$ cat src/rtl/uart_frame_accumulator.sv
// Byte-stream frame collector: closes a frame on a two-byte terminator, a CR
// terminator or a length prefix, and holds DONE/ERROR until released.
module uart_frame_accumulator #(
  parameter int         MAX_BYTES = 128,
  parameter int         TIMEOUT   = 1026,
  parameter logic [7:0] TERM_HI   = 8'hBE,
  parameter logic [7:0] TERM_LO   = 8'hEF,
  parameter logic [7:0] TERM_CR   = 8'h0D,
  localparam int        SW        = $clog2(MAX_BYTES + 1),
  localparam int        TW        = $clog2(TIMEOUT + 1),
  localparam int        IW        = $clog2(MAX_BYTES * 8)
) (
  input  logic                   clk,
  input  logic                   reset,
  input  logic                   soft_reset,
  input  logic [7:0]             input_data,
  input  logic                   accumulate,
  input  logic [1:0]             mode,
  input  logic                   frame_release,
  output logic [MAX_BYTES*8-1:0] output_data,
  output logic [SW-1:0]          output_data_size,
  output logic                   done,
  output logic                   error,
  output logic [1:0]             error_code,
  output logic                   busy
);

  typedef enum logic [2:0] {S_IDLE, S_RECV, S_PEND, S_LEN, S_DONE, S_ERROR} state_t;

  state_t          state, state_n;
  logic [1:0]      mode_q, mode_n, eff_mode, code_n;
  logic [SW-1:0]   len_q, len_n, size_n;
  logic [TW-1:0]   timer, timer_n;
  logic            clear, wr0, wr1, full;
  logic [7:0]      b0;
  logic [IW-1:0]   ptr0, ptr1;

  // A frame's mode comes from the pin only on its first byte.
  assign eff_mode = (state == S_IDLE) ? ((mode == 2'd3) ? 2'd0 : mode) : mode_q;
  assign full     = (output_data_size == SW'(MAX_BYTES));
  assign b0       = (state == S_PEND) ? TERM_HI : input_data;
  assign ptr0     = IW'({output_data_size, 3'b000});
  assign ptr1     = ptr0 + IW'(8);

  always_comb begin
    state_n = state;
    mode_n  = mode_q;
    len_n   = len_q;
    size_n  = output_data_size;
    code_n  = error_code;
    timer_n = timer;
    wr0     = 1'b0;
    wr1     = 1'b0;
    clear   = soft_reset || (frame_release && (state == S_DONE || state == S_ERROR));
    if (clear || state == S_DONE || state == S_ERROR) begin
      state_n = state;
    end else if (accumulate) begin
      timer_n = '0;
      mode_n  = eff_mode;
      if (state == S_IDLE && eff_mode == 2'd2) begin
        if (input_data == 8'd0) begin
          state_n = S_DONE;
        end else if (int'(input_data) > MAX_BYTES) begin
          state_n = S_ERROR;
          code_n  = 2'd3;
        end else begin
          len_n   = SW'(input_data);
          state_n = S_LEN;
        end
      end else if (state == S_LEN) begin
        wr0    = 1'b1;
        size_n = output_data_size + SW'(1);
        if (size_n == len_q) state_n = S_DONE;
      end else if (state == S_PEND) begin
        if (input_data == TERM_LO) begin
          state_n = S_DONE;
        end else if (full) begin
          state_n = S_ERROR;
          code_n  = 2'd1;
        end else begin
          // Held TERM_HI turns into payload; a non-HI byte follows it in the same cycle.
          wr0    = 1'b1;
          size_n = output_data_size + SW'(1);
          if (input_data != TERM_HI) begin
            if (output_data_size == SW'(MAX_BYTES - 1)) begin
              state_n = S_ERROR;
              code_n  = 2'd1;
            end else begin
              wr1     = 1'b1;
              size_n  = output_data_size + SW'(2);
              state_n = S_RECV;
            end
          end
        end
      end else if (eff_mode == 2'd0 && input_data == TERM_HI) begin
        state_n = S_PEND;
      end else if (eff_mode == 2'd1 && input_data == TERM_CR) begin
        state_n = S_DONE;
      end else if (full) begin
        state_n = S_ERROR;
        code_n  = 2'd1;
      end else begin
        wr0     = 1'b1;
        size_n  = output_data_size + SW'(1);
        state_n = S_RECV;
      end
    end else if (state != S_IDLE) begin
      if (timer == TW'(TIMEOUT - 1)) begin
        state_n = S_ERROR;
        code_n  = 2'd2;
        timer_n = '0;
      end else begin
        timer_n = timer + TW'(1);
      end
    end
  end

  always_ff @(posedge clk) begin
    if (reset || clear) begin
      state            <= S_IDLE;
      mode_q           <= '0;
      len_q            <= '0;
      timer            <= '0;
      output_data      <= '0;
      output_data_size <= '0;
      error_code       <= '0;
    end else begin
      state            <= state_n;
      mode_q           <= mode_n;
      len_q            <= len_n;
      timer            <= timer_n;
      output_data_size <= size_n;
      error_code       <= code_n;
      if (wr0) output_data[ptr0 +: 8] <= b0;
      if (wr1) output_data[ptr1 +: 8] <= input_data;
    end
  end

  assign done  = (state == S_DONE);
  assign error = (state == S_ERROR);
  assign busy  = (state == S_RECV) || (state == S_PEND) || (state == S_LEN);

endmodule
$ cat config.mk
export PLATFORM = sky130hd
export DESIGN_NAME = uart_frame_accumulator
export DESIGN_NICKNAME = d
export VERILOG_FILES = /design/src/rtl/uart_frame_accumulator.sv
export SDC_FILE = /design/constraint.sdc
export NUM_CORES = 2
export LEC_CHECK = 0
export BUFFER_PORTS_ARGS = -buffer_cell sky130_fd_sc_hd__buf_2
export CAP_MARGIN = 20
export CELL_PAD_IN_SITES_DETAIL_PLACEMENT = 0
export CELL_PAD_IN_SITES_GLOBAL_PLACEMENT = 2
export CORE_AREA = 2 2 408 410
export CTS_CLUSTER_SIZE = 24
export DETAILED_ROUTE_END_ITERATION = 8
export DIE_AREA = 0 0 410 412
export GPL_TIMING_DRIVEN = 0
export PLACE_DENSITY_LB_ADDON = 0.3
export SLEW_MARGIN = 40
export SYNTH_ARGS = -nofsm -noshare
export SYNTH_HDL_FRONTEND = slang
export SYNTH_SLANG_ARGS = --single-unit
export TNS_END_PERCENT = 10
$ cat constraint.sdc
create_clock -name clk -period 5.1 [get_ports clk]
set_input_delay 0.255 -clock clk [delete_from_list [all_inputs] [get_ports clk]]
set_output_delay 0.255 -clock clk [all_outputs]
set_load 0.01 [all_outputs]
==> impl_results.md <==
- Worst R2R Path Depth: 14
- Tcrit/Tclk final: 102.7%
- Worst-path clk slew: 0.07 ns
- Vias/cell: 6.452
- Synth Register Bits: 1058
- Layout cells sized above 1: 29.70%
- DPL Wire Length: about 310 mm
- Type of the worst setup path: reg2reg
- CP max stage cell: nor3_4
- Status: complete, but fails checks
- Global-route wire length before repair: 513.4 mm
- GRT Total Usage: approximately 45%
- Design Area, Final: 65840 um^2
- Largest net degree at the start of global routing: 17
- CTS tree: yes
- Gate power share: ~6%
- Async set or reset register ratio after synthesis: 0%
- Max-cap violation count: 0
- Critical path arrival: 5.93 ns
- Initial core utilization: a little under a third
- Failing checks: negative setup slack
- Core area: 164200 um^2
- Initial antenna violation count: between 40 and 50
- Critical Path Sink: output_data[220]
- Clock Power Share: 51.2%
- Cell taking the most area after synthesis: dfxtp_1
- Setup violators final: 39
- Register area share after synthesis: 41.53%
- CP Max Fanout: 10
- Hold/Removal Path Class: in2reg
- CTS Root Cell: clkbuf_16
- Worst path buffer plus inverter count: 6
- Slew margin rel.: 34.51%
- Final hold violation count: 0
- Pins Over Slew Limit: 0
- Post-route DRC: 0
- Ranking of synthesized cells by area: dfxtp_1, a211oi_1, mux2i_1
- Iter 0 DRT Violations: 8830
- Peak supply drop: between 300 and 400 uV
- Die Span Y: 412 um
- CTS buffer count: 130
- Final wirelength: 396.9 mm
- Post-synth top cells: dfxtp_1, a211oi_1, a21oi_1, mux2i_1, nand2_1
- Most common cell in the netlist: dfxtp_1
- # H-tree levels: 4
- Skew-Pair Late Insertion Delay: 0.83 ns
- Number of synthesized flops with an enable pin: 0
- Final ANT Viol Nets: 0
- Pwr/cell area: 293.4 nW/um^2
- CP endpoint kind: flip-flop
- Crit-path cells: buf_4 > buf_4 > inv_1 > ha_1 > buf_2 > nor2b_4 > and3_1 > nand3_2 > o32a_1 > buf_6 > buf_6 > nor3_4 > nand2_1 > a211oi_1
- Top delay family on crit path: simple AND/OR/NAND/NOR gates
- Final core occ: between 40% and 50%
- Slowest Stage Delay on Critical Path: 0.81 ns
- Maximum clock insertion buffer count: 3
- Routability cong.: 1.038
- Worst Setup Start Kind: flip-flop
- Vias in the first global route: roughly 55000
- RSZ-0062 raised after global routing: yes
- Post-Syn Area: 51000 um^2
- Port Buffers: roughly 1000
- Avg Cell Area, Syn: roughly 8.9 um^2
- CTS sink cnt: 1058
- Dpl cell area: 60740 um^2
- Worst Path Required: ~5.8 ns
- Psw: ~0.005 W
- Top achievable clock speed: 190.9 MHz
- Synth Warn #: 0
- Remaining Overflow, GRT: 0
- Critical path depth: 14
- WL/cell: 42.67 um
- Area delta synth->final: 29.11%
- FF-to-FF Start: output_data_size[0]
- Slew @ Worst Pin: just under 1 ns
- Crit path from: output_data_size[0]
- Syn Inst Count: approximately 5700
- Final nets: roughly 7000
- Post-Syn Nets: 5746
- DR pass1 iterations: 6
- Switching Fraction: 26.60%
- Die X: just over 400 um
- RR Endpoint: output_data[220]
- Yosys top cell area share: 41.53%
- # rows: about 150
- Clock skew after layout: approximately 0.026 ns
- Min Tclk post-route: 5.238 ns
- Static Leak: 25.75 nW
- Synth cell types: 108
- I/O pin total: 1052
- Final Worst Setup Slack: -0.1384 ns
- Die area: 168900 um^2
- Pint: 0.01418 W
- Sequential share of power: a little over two fifths
- R2R Setup Slk: -0.14 ns
- Main synth FF type: dfxtp_1
- Routed via count: between 60000 and 70000
## final cells by class
class                   count  area, um^2
inverters                  13       48.80
plain buffers             549        2643
fillers                 16940       98400
well taps                2189        2739
repair buffers           1140        6584
clock buffers             189        3775
diodes                     22       55.05
clock inverters            43       648.1
multi-input cells        4099       28170
flip-flops and latches   1058       21190
## flip-flops by register name, summed over array words and instances, names as in the netlist
name              count
mode_q                2
output_data_size      8
error_code            2
output_data        1024
len_q                 8
timer                11
state                 3
## what timing repair did
| item | in CTS | in global routing |
|---|---|---|
| pin swaps | 13 | 7 |
| hold buffers | 3 | 0 |
| endpoints found under the hold margin | 6 | 0 |
| resized for setup | 67 | 25 |
| setup buffers | 16 | 8 |
| endpoints found under the setup margin | 1032 | 404 |
## per-stage QoR
step                hold slack (ns)  instances  setup WS, ns  total power (W)  setup TNS (ns)
floorplan                    0.4712       5721         1.151         0.008869               0
global placement             0.4359       8959        -3.774         0.009442        -1829.76
detailed placement           0.4424       9020        -2.057         0.009525        -1259.84
CTS                         0.05383       9269       0.01006          0.01923               0
global route                0.09646       9288      -0.01240          0.01959        -0.02125
finish                       0.1069       9302       -0.1384          0.01932          -1.955
## cells by family after synthesis
group | synth area share, %
muxes | 8.347
xor gates and xnor gates | 1.033
DFF | 41.53
buffers and inverters | 4.814
and+or+nand+nor | 16.30
adders and majority gates | 0.2453
AOI/OAI and AO/OA | 27.73
## worst min path at each step
stage	slack, ns	cells after the start	from	to
after floorplan	0.47	2	timer[10]	timer[10]
after global placement	0.44	2	output_data[807]	output_data[807]
after detailed placement	0.44	2	output_data[419]	output_data[419]
after CTS	0.05	5	input_data[2]	state[0]
after global routing	0.1	4	soft_reset	timer[1]
final	0.11	5	input_data[2]	state[0]
## metal layers
layer / vias up / wire length [um] / global-route usage [%]
met2: 4429 / 165200 / 64.97
met5: - / 158 / 0
li1: 24470 / - / -
met1: 30060 / 157600 / 57.40
met4: 24 / 28870 / 27.66
met3: 1038 / 45120 / 14.10
## power groups by stage
stage | logic, W | registers, W | clock network [W]
6_report | 0.00116 | 0.00827 | 0.00988
2_1_floorplan | 0.000414 | 0.00845 | 0
5_1_grt | 0.00113 | 0.00827 | 0.0102
3_5_place_dp | 0.00107 | 0.00846 | 0
3_3_place_gp | 0.000987 | 0.00845 | 0
4_1_cts | 0.00108 | 0.00827 | 0.00987
## worst register-to-register path, delay by kind of cell (launching register included)
| family | cells | cell delay (ns) |
|---|---|---|
| AND/OR/NAND/NOR | 5 | 2.18 |
| buffers and inverters | 6 | 1.46 |
| AO/OA/AOI/OAI | 2 | 0.67 |
| flip-flops | 1 | 0.48 |
| adder cells (fa/ha/maj) | 1 | 0.33 |
## layout by cell type, fill, tap and decap left out, types with 23 or more instances in the layout
master and instances:
nor3_1 323, clkbuf_8 30, a21oi_1 523, clkbuf_1 239, clkbuf_16 130, buf_4 77, o221a_2 129, nand4_1 67
a221oi_1 79, buf_16 30, nor2_2 31, buf_2 1184, o22ai_1 75, xnor2_1 23, nand2_1 339, nor2_1 289
nor2_4 29, nor4_1 39, mux2i_1 416, nor3_4 29, and3_1 44, or3_1 28, dfxtp_1 1056, a211oi_1 668
a2bb2oi_1 29, nand2_2 24, clkbuf_2 149, o211ai_1 25, o21ai_0 340, nand3_1 137
Power figures use the tool's default switching activity.
